## config.mk

```make
export PLATFORM = sky130hd
export DESIGN_NAME = alu_stream
export DESIGN_NICKNAME = d
export VERILOG_FILES = /design/src/rtl/alu_stream.sv
export SDC_FILE = /design/constraint.sdc
export NUM_CORES = 1
export LEC_CHECK = 0
export CORE_MARGIN = 4
export CORE_UTILIZATION = 56
export DETAILED_ROUTE_END_ITERATION = 7
export PLACE_DENSITY = 0.87
export SETUP_SLACK_MARGIN = 0.15
export SLEW_MARGIN = 40
export SYNTH_ARGS = -nofsm -noshare
export SYNTH_HDL_FRONTEND = slang
export SYNTH_SLANG_ARGS = --single-unit
```

## constraint.sdc

```tcl
create_clock -name clk -period 3.2 [get_ports clk]
set_input_delay 0.48 -clock clk [delete_from_list [all_inputs] [get_ports clk]]
set_output_delay 0.48 -clock clk [all_outputs]
set_load 0.02 [all_outputs]
```

## src/rtl/alu_stream.sv

```systemverilog
// Registered streaming ALU with valid/ready handshakes on operand and result sides.
// Define ALU_STREAM_MUL_EN to build the iterative shift-add multiplier for opcode 0010.
module alu_stream #(
   parameter int WIDTH = 8,
   parameter int CNT_W = $clog2(WIDTH) + 1
) (
   input  logic             clk,
   input  logic             reset_n,
   input  logic             in_valid,
   output logic             in_ready,
   input  logic [3:0]       s,
   input  logic [WIDTH-1:0] A,
   input  logic [WIDTH-1:0] B,
   output logic             out_valid,
   input  logic             out_ready,
   output logic [WIDTH-1:0] alu_out,
   output logic [WIDTH-1:0] alu_out_hi,
   output logic             flag_z,
   output logic             flag_n,
   output logic             flag_c,
   output logic             flag_v,
   output logic             illegal_op
);

   localparam logic [3:0] OP_ADD = 4'b0000;
   localparam logic [3:0] OP_SUB = 4'b0001;
   localparam logic [3:0] OP_MUL = 4'b0010;
   localparam logic [3:0] OP_NEG = 4'b0011;
   localparam logic [3:0] OP_AND = 4'b1000;
   localparam logic [3:0] OP_XOR = 4'b1001;
   localparam logic [3:0] OP_OR  = 4'b1010;
   localparam logic [3:0] OP_NOT = 4'b1011;
   localparam logic [3:0] OP_ROR = 4'b1100;
   localparam logic [3:0] OP_ROL = 4'b1101;
   localparam logic [3:0] OP_SHR = 4'b1110;
   localparam logic [3:0] OP_SHL = 4'b1111;

   localparam logic [WIDTH-1:0] ONE     = WIDTH'(1);
   localparam logic [WIDTH-1:0] MIN_NEG = {1'b1, {(WIDTH-1){1'b0}}};

   logic             accept, idle, load;
   logic [WIDTH:0]   sum, diff;
   logic [WIDTH-1:0] res, ld_lo;
   logic             res_c, res_v, res_ill;
   logic             ld_c, ld_v, ld_ill;

   assign in_ready = idle && (!out_valid || out_ready);
   assign accept   = in_valid && in_ready;

   assign sum  = {1'b0, A} + {1'b0, B};
   assign diff = {1'b0, A} - {1'b0, B};

   // Single-cycle datapath; MUL falls to the illegal default here and is
   // picked up by the multiplier when it is compiled in.
   always_comb begin
      res     = '0;
      res_c   = 1'b0;
      res_v   = 1'b0;
      res_ill = 1'b0;
      case (s)
         OP_ADD: begin
            res   = sum[WIDTH-1:0];
            res_c = sum[WIDTH];
            res_v = (A[WIDTH-1] == B[WIDTH-1]) && (sum[WIDTH-1] != A[WIDTH-1]);
         end
         OP_SUB: begin
            res   = diff[WIDTH-1:0];
            res_c = diff[WIDTH];
            res_v = (A[WIDTH-1] != B[WIDTH-1]) && (diff[WIDTH-1] != A[WIDTH-1]);
         end
         OP_NEG: begin
            res   = ~B + ONE;
            res_c = |B;
            res_v = (B == MIN_NEG);
         end
         OP_AND: res = A & B;
         OP_XOR: res = A ^ B;
         OP_OR:  res = A | B;
         OP_NOT: res = ~B;
         OP_ROR: begin res = {A[0], A[WIDTH-1:1]};       res_c = A[0];       end
         OP_ROL: begin res = {A[WIDTH-2:0], A[WIDTH-1]}; res_c = A[WIDTH-1]; end
         OP_SHR: begin res = {1'b0, A[WIDTH-1:1]};       res_c = A[0];       end
         OP_SHL: begin res = {A[WIDTH-2:0], 1'b0};       res_c = A[WIDTH-1]; end
         default: res_ill = 1'b1;
      endcase
   end

`ifdef ALU_STREAM_MUL_EN
   typedef enum logic {IDLE, MUL} state_t;
   state_t state, state_nxt;

   logic [WIDTH-1:0]   mcand;
   logic [2*WIDTH-1:0] prod, prod_nxt;
   logic [WIDTH:0]     upper_sum;
   logic [CNT_W-1:0]   cnt;
   logic               mul_start, mul_done;

   assign mul_start = accept && (s == OP_MUL);
   assign mul_done  = (state == MUL) && (cnt == CNT_W'(WIDTH - 1));
   assign idle      = (state == IDLE);

   // Product register starts as {0, multiplier}; each step adds the
   // multiplicand into the upper half on a set LSB, then shifts right.
   assign upper_sum = {1'b0, prod[2*WIDTH-1:WIDTH]} + (prod[0] ? {1'b0, mcand} : '0);
   assign prod_nxt  = {upper_sum, prod[WIDTH-1:1]};

   always_ff @(posedge clk or negedge reset_n) begin
      if (!reset_n) state <= IDLE;
      else          state <= state_nxt;
   end

   always_comb begin
      state_nxt = state;
      case (state)
         IDLE:    if (mul_start) state_nxt = MUL;
         MUL:     if (mul_done)  state_nxt = IDLE;
         default: state_nxt = IDLE;
      endcase
   end

   always_ff @(posedge clk or negedge reset_n) begin
      if (!reset_n) begin
         mcand <= '0;
         prod  <= '0;
         cnt   <= '0;
      end else if (mul_start) begin
         mcand <= A;
         prod  <= {{WIDTH{1'b0}}, B};
         cnt   <= '0;
      end else if (state == MUL) begin
         prod  <= prod_nxt;
         cnt   <= cnt + CNT_W'(1);
      end
   end

   assign load   = (accept && !mul_start) || mul_done;
   assign ld_lo  = mul_done ? prod_nxt[WIDTH-1:0] : res;
   assign ld_c   = mul_done ? |prod_nxt[2*WIDTH-1:WIDTH] : res_c;
   assign ld_v   = mul_done ? 1'b0 : res_v;
   assign ld_ill = mul_done ? 1'b0 : res_ill;

   always_ff @(posedge clk or negedge reset_n) begin
      if (!reset_n)  alu_out_hi <= '0;
      else if (load) alu_out_hi <= mul_done ? prod_nxt[2*WIDTH-1:WIDTH] : '0;
   end
`else
   assign idle       = 1'b1;
   assign load       = accept;
   assign ld_lo      = res;
   assign ld_c       = res_c;
   assign ld_v       = res_v;
   assign ld_ill     = res_ill;
   assign alu_out_hi = '0;
`endif

   // Output register holds while the sink stalls.
   always_ff @(posedge clk or negedge reset_n) begin
      if (!reset_n) begin
         out_valid  <= 1'b0;
         alu_out    <= '0;
         flag_z     <= 1'b0;
         flag_n     <= 1'b0;
         flag_c     <= 1'b0;
         flag_v     <= 1'b0;
         illegal_op <= 1'b0;
      end else if (load) begin
         out_valid  <= 1'b1;
         alu_out    <= ld_lo;
         flag_z     <= (ld_lo == '0);
         flag_n     <= ld_lo[WIDTH-1];
         flag_c     <= ld_c;
         flag_v     <= ld_v;
         illegal_op <= ld_ill;
      end else if (out_ready) begin
         out_valid  <= 1'b0;
      end
   end

endmodule

```

-- Yosys cells after proc, flatten, opt, wreduce, memory -nomap -nowiden
Cells that the tools add are included.
- RAM bits: 0
- input port bits: 24
- output and inout port bits: 23
- latch bits: 0
- word-level logic and storage cells: 47
- register bits: 14
- memories: 0
- ROM bits: 0
- bitwise operators: 4
- multiplexer cells: 6
- div/mod/pow operators: 0
- equality and inequality tests: 15
- magnitude comparators: 0
- $add $sub $neg: 3
- shift-type cells: 0
- multipliers: 0
- reduce and logical (&&, ||, !) cells: 12
- operators by type and width (operator ; number):
    case mux 8 bit (11 select lines) ; 1
    == test 4 bit (second input constant) ; 8
    OR reduction 11 bit ; 1
    adder 8 x 8 -> 9 bit ; 1
    subtractor 8 x 8 -> 9 bit ; 1
    adder 8 x 1 -> 8 bit (second input constant) ; 1
    AND 8 bit ; 1
    == test 8 bit (second input constant) ; 1
    logical NOT 8 bit ; 1
    inverter 8 bit ; 1
    OR 8 bit ; 1
    OR reduction 8 bit ; 1
    XOR 8 bit ; 1
    case mux 1 bit (5 select lines) ; 1
    == test 4 x 1 -> 1 bit (second input constant) ; 1
    == test 4 x 2 -> 1 bit (second input constant) ; 1
    logical NOT 4 bit ; 1
    OR reduction 2 bit ; 2
    logical AND 1 bit ; 3
    2-to-1 mux 1 bit ; 3
    != test 1 bit ; 3
    case mux 1 bit (3 select lines) ; 1
    nonzero test 2 bit ; 1
    == test 1 bit ; 1
    other kinds (2) ; 2

-- Depth between registers and ports, before layout
- depth in word-level cells: 4
- mapped depth: 10
- depth with buffers taken out: 10

-- Worst setup path after synthesis
OpenSTA, ideal clock, no wires.
- path type: input to register
- start: input A[0]
- end: register flag_z
- stages on the path: 10
- library setup time: 0.104 ns
- data required time: 3.096 ns
- path buffers: 0
- setup slack: 0.605 ns
- data arrival time: 2.491 ns
- cells stage by stage: inv_1 -> ha_1 -> fa_1 -> nor3_1 -> a211o_1 -> nor3_1 -> a41oi_1 -> o211ai_1 -> or4_1 -> o41ai_2
- word-level cells in the longest chain between the ends: 3
- elaborated cells on any way between the ends: 7
- classes of those cells: 2 x add/sub; 1 x mux; 3 x bitwise; 1 x reduce/logical
- ends and longest elaborated chain (what ; RTL line ; source):
    from (decl) ; 12 ; input logic [WIDTH-1:0] A,
    subtractor 8 x 8 -> 9 bit (tied with other cells) ; 51 ; assign diff = {1'b0, A} - {1'b0, B};
    case mux 8 bit (11 select lines) (*) ; 60 ; case (s)
    logical NOT 8 bit (*) ; 169 ; flag_z <= (ld_lo == '0);
    to (signal assigned) ; 169 ;
    to (decl) ; 18 ; output logic flag_z,
Mark *: on every way between the ends. The rest lies on a longest branch, timed or not.
A chain may end at the register's enable or synchronous reset.

-- Worst setup path after layout
- start: input B[3]
- end: register alu_out[7]
- word-level cells in the longest chain between the ends: 3
- elaborated cells on any way between the ends: 5
- classes of those cells: 3 x add/sub; 1 x mux; 1 x bitwise
- ends and longest elaborated chain (what ; RTL line ; source):
    from (decl) ; 13 ; input logic [WIDTH-1:0] B,
    inverter 8 bit ; 72 ; res = ~B + ONE;
    adder 8 x 1 -> 8 bit ; 72 ;
    case mux 8 bit (11 select lines) (*) ; 60 ;
    to (signal assigned) ; 168 ; alu_out <= ld_lo;
    to (decl) ; 16 ; output logic [WIDTH-1:0] alu_out,
Marks and branches as above.

==> impl_metrics.json <==
{
  "status": "complete, no violations",
  "start_kind": "primary input",
  "power.ir.vdd_worst_mv": 0.1272,
  "synth_xor_area_frac": 0.05206,
  "cts.clk_slew.worst_paths_ns": 0.06,
  "wire_per_inst_um": 19.28,
  "synth.distinct_cells": 59,
  "worst_slew_pin_slew_ns": 0.8623,
  "cts-root-buf": "clkbuf_8",
  "clk_path_buf_depth": 2,
  "area_growth_pct": 35.30,
  "cts_tree": "yes",
  "comb_power_share": 0.580,
  "drt_iter0_markers": 346,
  "synthArstFlopShare": 1.000,
  "h-tree-depth": 1,
  "internal_power_mw": 0.4939,
  "fmax_mhz": 335.8,
  "grt-ovfl-total": 0,
  "antenna_found_initial": 0,
  "signal_arrival_time_at_the_worst_endpoint_ns": 3.11,
  "pwr_density_cell_mw_per_mm2": 282.2,
  "synth_area_mm2": 0.002187,
  "layoutNonFillerInstCount": 401,
  "gr-usage-all-layers": 0.2884,
  "netlist_top_cells_count": "28 x inv_1, 25 x ha_1, 20 x o21ai_0",
  "setup.worst_path.end_class": "register",
  "yosysTopAreaCellShare": 0.1487,
  "synthSimpleGateAreaFrac": 0.1916,
  "post_synth_inst_count": 284,
  "grt_first_pass_wirelength_mm": 11.67,
  "netSwitchingFraction": 0.4085,
  "yosys_register_bits": 13,
  "die-height_um": 70.50,
  "clock-sinks": 13,
  "crit_type": "in -> reg",
  "slew_headroom": 0.4198,
  "ioPinCount": 47,
  "final-hold-violation-count": 0,
  "total_power_mw": 0.8350,
  "share_clk_of_total_power": 0.180,
  "finish.net_count": 405,
  "synthesis.area_per_instance_um2": 7.701,
  "num_rows": 22,
  "fin_skew_ns": 0.0005866,
  "final.fill_count": 243,
  "drt_first_pass_iters": 5,
  "sequential_cell_area_um2": 325.3,
  "rsz0062_at_grt": "false",
  "numCtsBuffers": 3,
  "synth_area_leaders": "dfrtp_1 15%, ha_1 14%, mux2i_1 6.9%",
  "synth_largest_area_cell": "dfrtp_1",
  "synthesis.yosys.warnings": 0,
  "final.period_utilization": 0.9307,
  "clk_latency_ns": 0.25,
  "grt_max_degree": 14,
  "dpl.hpwl_mm": 5.870,
  "seq_area_frac_synth": 0.1487,
  "slew_viol_final": 0,
  "area_enclosed_by_the_die_boundary_mm2": 0.004970,
  "multi_input_comb_area_mm2": 0.001699,
  "hold_slack_ns": 0.5068,
  "worst_hold_path_type": "reg -> reg",
  "share_of_cells_above_drive_strength_1": 0.1926,
  "setup_viol": 0,
  "drc": 0,
  "initial_utilization": 0.5886,
  "synthMostInstantiatedCell": "inv_1",
  "timing.max_cap.violations": 0,
  "synth_compound_area_frac": 0.2517,
  "first_global_vias": 2407,
  "power.static_leakage_nw": 1.374,
  "core_area_mm2": 0.003716,
  "synthMuxAreaShare": 0.07895,
  "post_place_cell_area_mm2": 0.002834,
  "gp_routability_congestion": 0.9382,
  "dominant_combinational_cell_family_by_area_after_synthesis": "compound AO/OA/AOI/OAI gates",
  "cp.required_ns": 3.33,
  "final_design_area_no_fill_mm2": 0.002959,
  "synthAdderAreaFrac": 0.1613,
  "routed-via-count": 2642,
  "synth_edf_count": 0,
  "place_inst": 395,
  "drt-total-wl_mm": 7.730,
  "antenna_cells_inserted": 0,
  "drt-vias-per-instance": 6.589,
  "power.sequential.fraction": 0.239,
  "width_of_the_die_um": 70.50,
  "antenna_nets_post_route": 0,
  "ys.flop_type": "dfrtp_1",
  "shortest_clock_period_the_worst_path_allows_after_layout_ns": 2.978,
  "port_buffers": 38,
  "finish.utilization": 0.7963,
  "p_sw_mw": 0.3411,
  "cp_max_fo": 4
}
[path summary, 6_finish.rpt]
check	from	to	slack (ns)	cells after the start
hold / removal	alu_out[2]	alu_out[2]	0.51	2
min in group asynchronous	reset_n	flag_z	0.61	1
setup reg to reg	out_valid	flag_z	1.09	6
max in group asynchronous	reset_n	flag_c	2.22	1
hold reg to reg	alu_out[2]	alu_out[2]	0.51	2
setup / recovery	B[3]	alu_out[7]	0.22	10
[cells by family after synthesis]
logic type	Yosys count
AO/OA/AOI/OAI	81
XOR/XNOR	13
adder cells (fa/ha/maj)	27
buffers and inverters	52
flip-flops	13
multiplexers	17
other	1
AND/OR/NAND/NOR	80
[final cells by class]
cell class	instances	area share
clock buffer	3	0.01395
clock inverter	1	0.001691
inverter	29	0.03679
multi-input combinational	226	0.5742
sequential	13	0.1099
tap	48	0.02030
timing repair buffer	81	0.2431
[per-stage QoR]
stage	setup WS (ns)	TNS [ns]
after floorplan	0.6055	0
after global placement	-0.08026	-0.08026
after global routing	0.1553	0
final	0.2218	0
after CTS	0.1937	0
after detailed placement	-0.2419	-0.3429
[sequential cells by signal, indices dropped and copies added, names as in the netlist]
| register | cells |
|---|---|
| flag_z | 1 |
| out_valid | 1 |
| flag_c | 1 |
| flag_v | 1 |
| alu_out | 8 |
| illegal_op | 1 |
[placed cells by master, fill, tap and decap left out, drive strengths merged, types with 3 or more instances in the layout]
master	instances
o21ai	20
nand2	17
nand3	8
xnor2	11
inv	29
nor4	6
mux2i	15
ha	25
clkdlybuf4s50	32
nor3b	3
dfrtp	13
clkbuf	4
a31oi	5
dlymetal6s2s	4
nor3	9
nand4	3
a21oi	19
nand3b	3
nand2b	5
nor2	17
or4	3
o41ai	3
conb	8
a22o	7
buf	43
[power by group through the flow]
stage	clock (mW)	sequential (mW)	combinational, mW
2_1_floorplan	0	0.228	0.234
3_3_place_gp	0	0.200	0.434
3_5_place_dp	0	0.202	0.449
4_1_cts	0.146	0.200	0.451
5_1_grt	0.157	0.203	0.511
6_report	0.151	0.200	0.485
[worst max-delay path: stages]
cell	delay, ns
clkdlybuf4s50_1	0.47
inv_1	0.07
ha_1	0.36
inv_1	0.09
or4_1	0.54
a22o_1	0.29
xnor2_1	0.13
a21oi_1	0.13
o21ai_0	0.21
mux2_2	0.35
[repair_timing]
item / CTS / global route
buffers inserted: 0 / 2
endpoints found under the setup margin: 1 / 3
hold buffers: 0 / 0
pin swaps: 2 / 9
gates resized for setup: 3 / 19
[layer usage]
| metal | global-route usage | vias to the layer above | routed length [um] |
|---|---|---|---|
| li1 | - | 1152 | - |
| met1 | 0.3534 | 1219 | 2743 |
| met2 | 0.5135 | 228 | 3835 |
| met3 | 0.01583 | 43 | 810 |
| met4 | 0.1277 | 0 | 340 |
| met5 | 0 | - | 0 |
(Power assumes the default switching activity.)
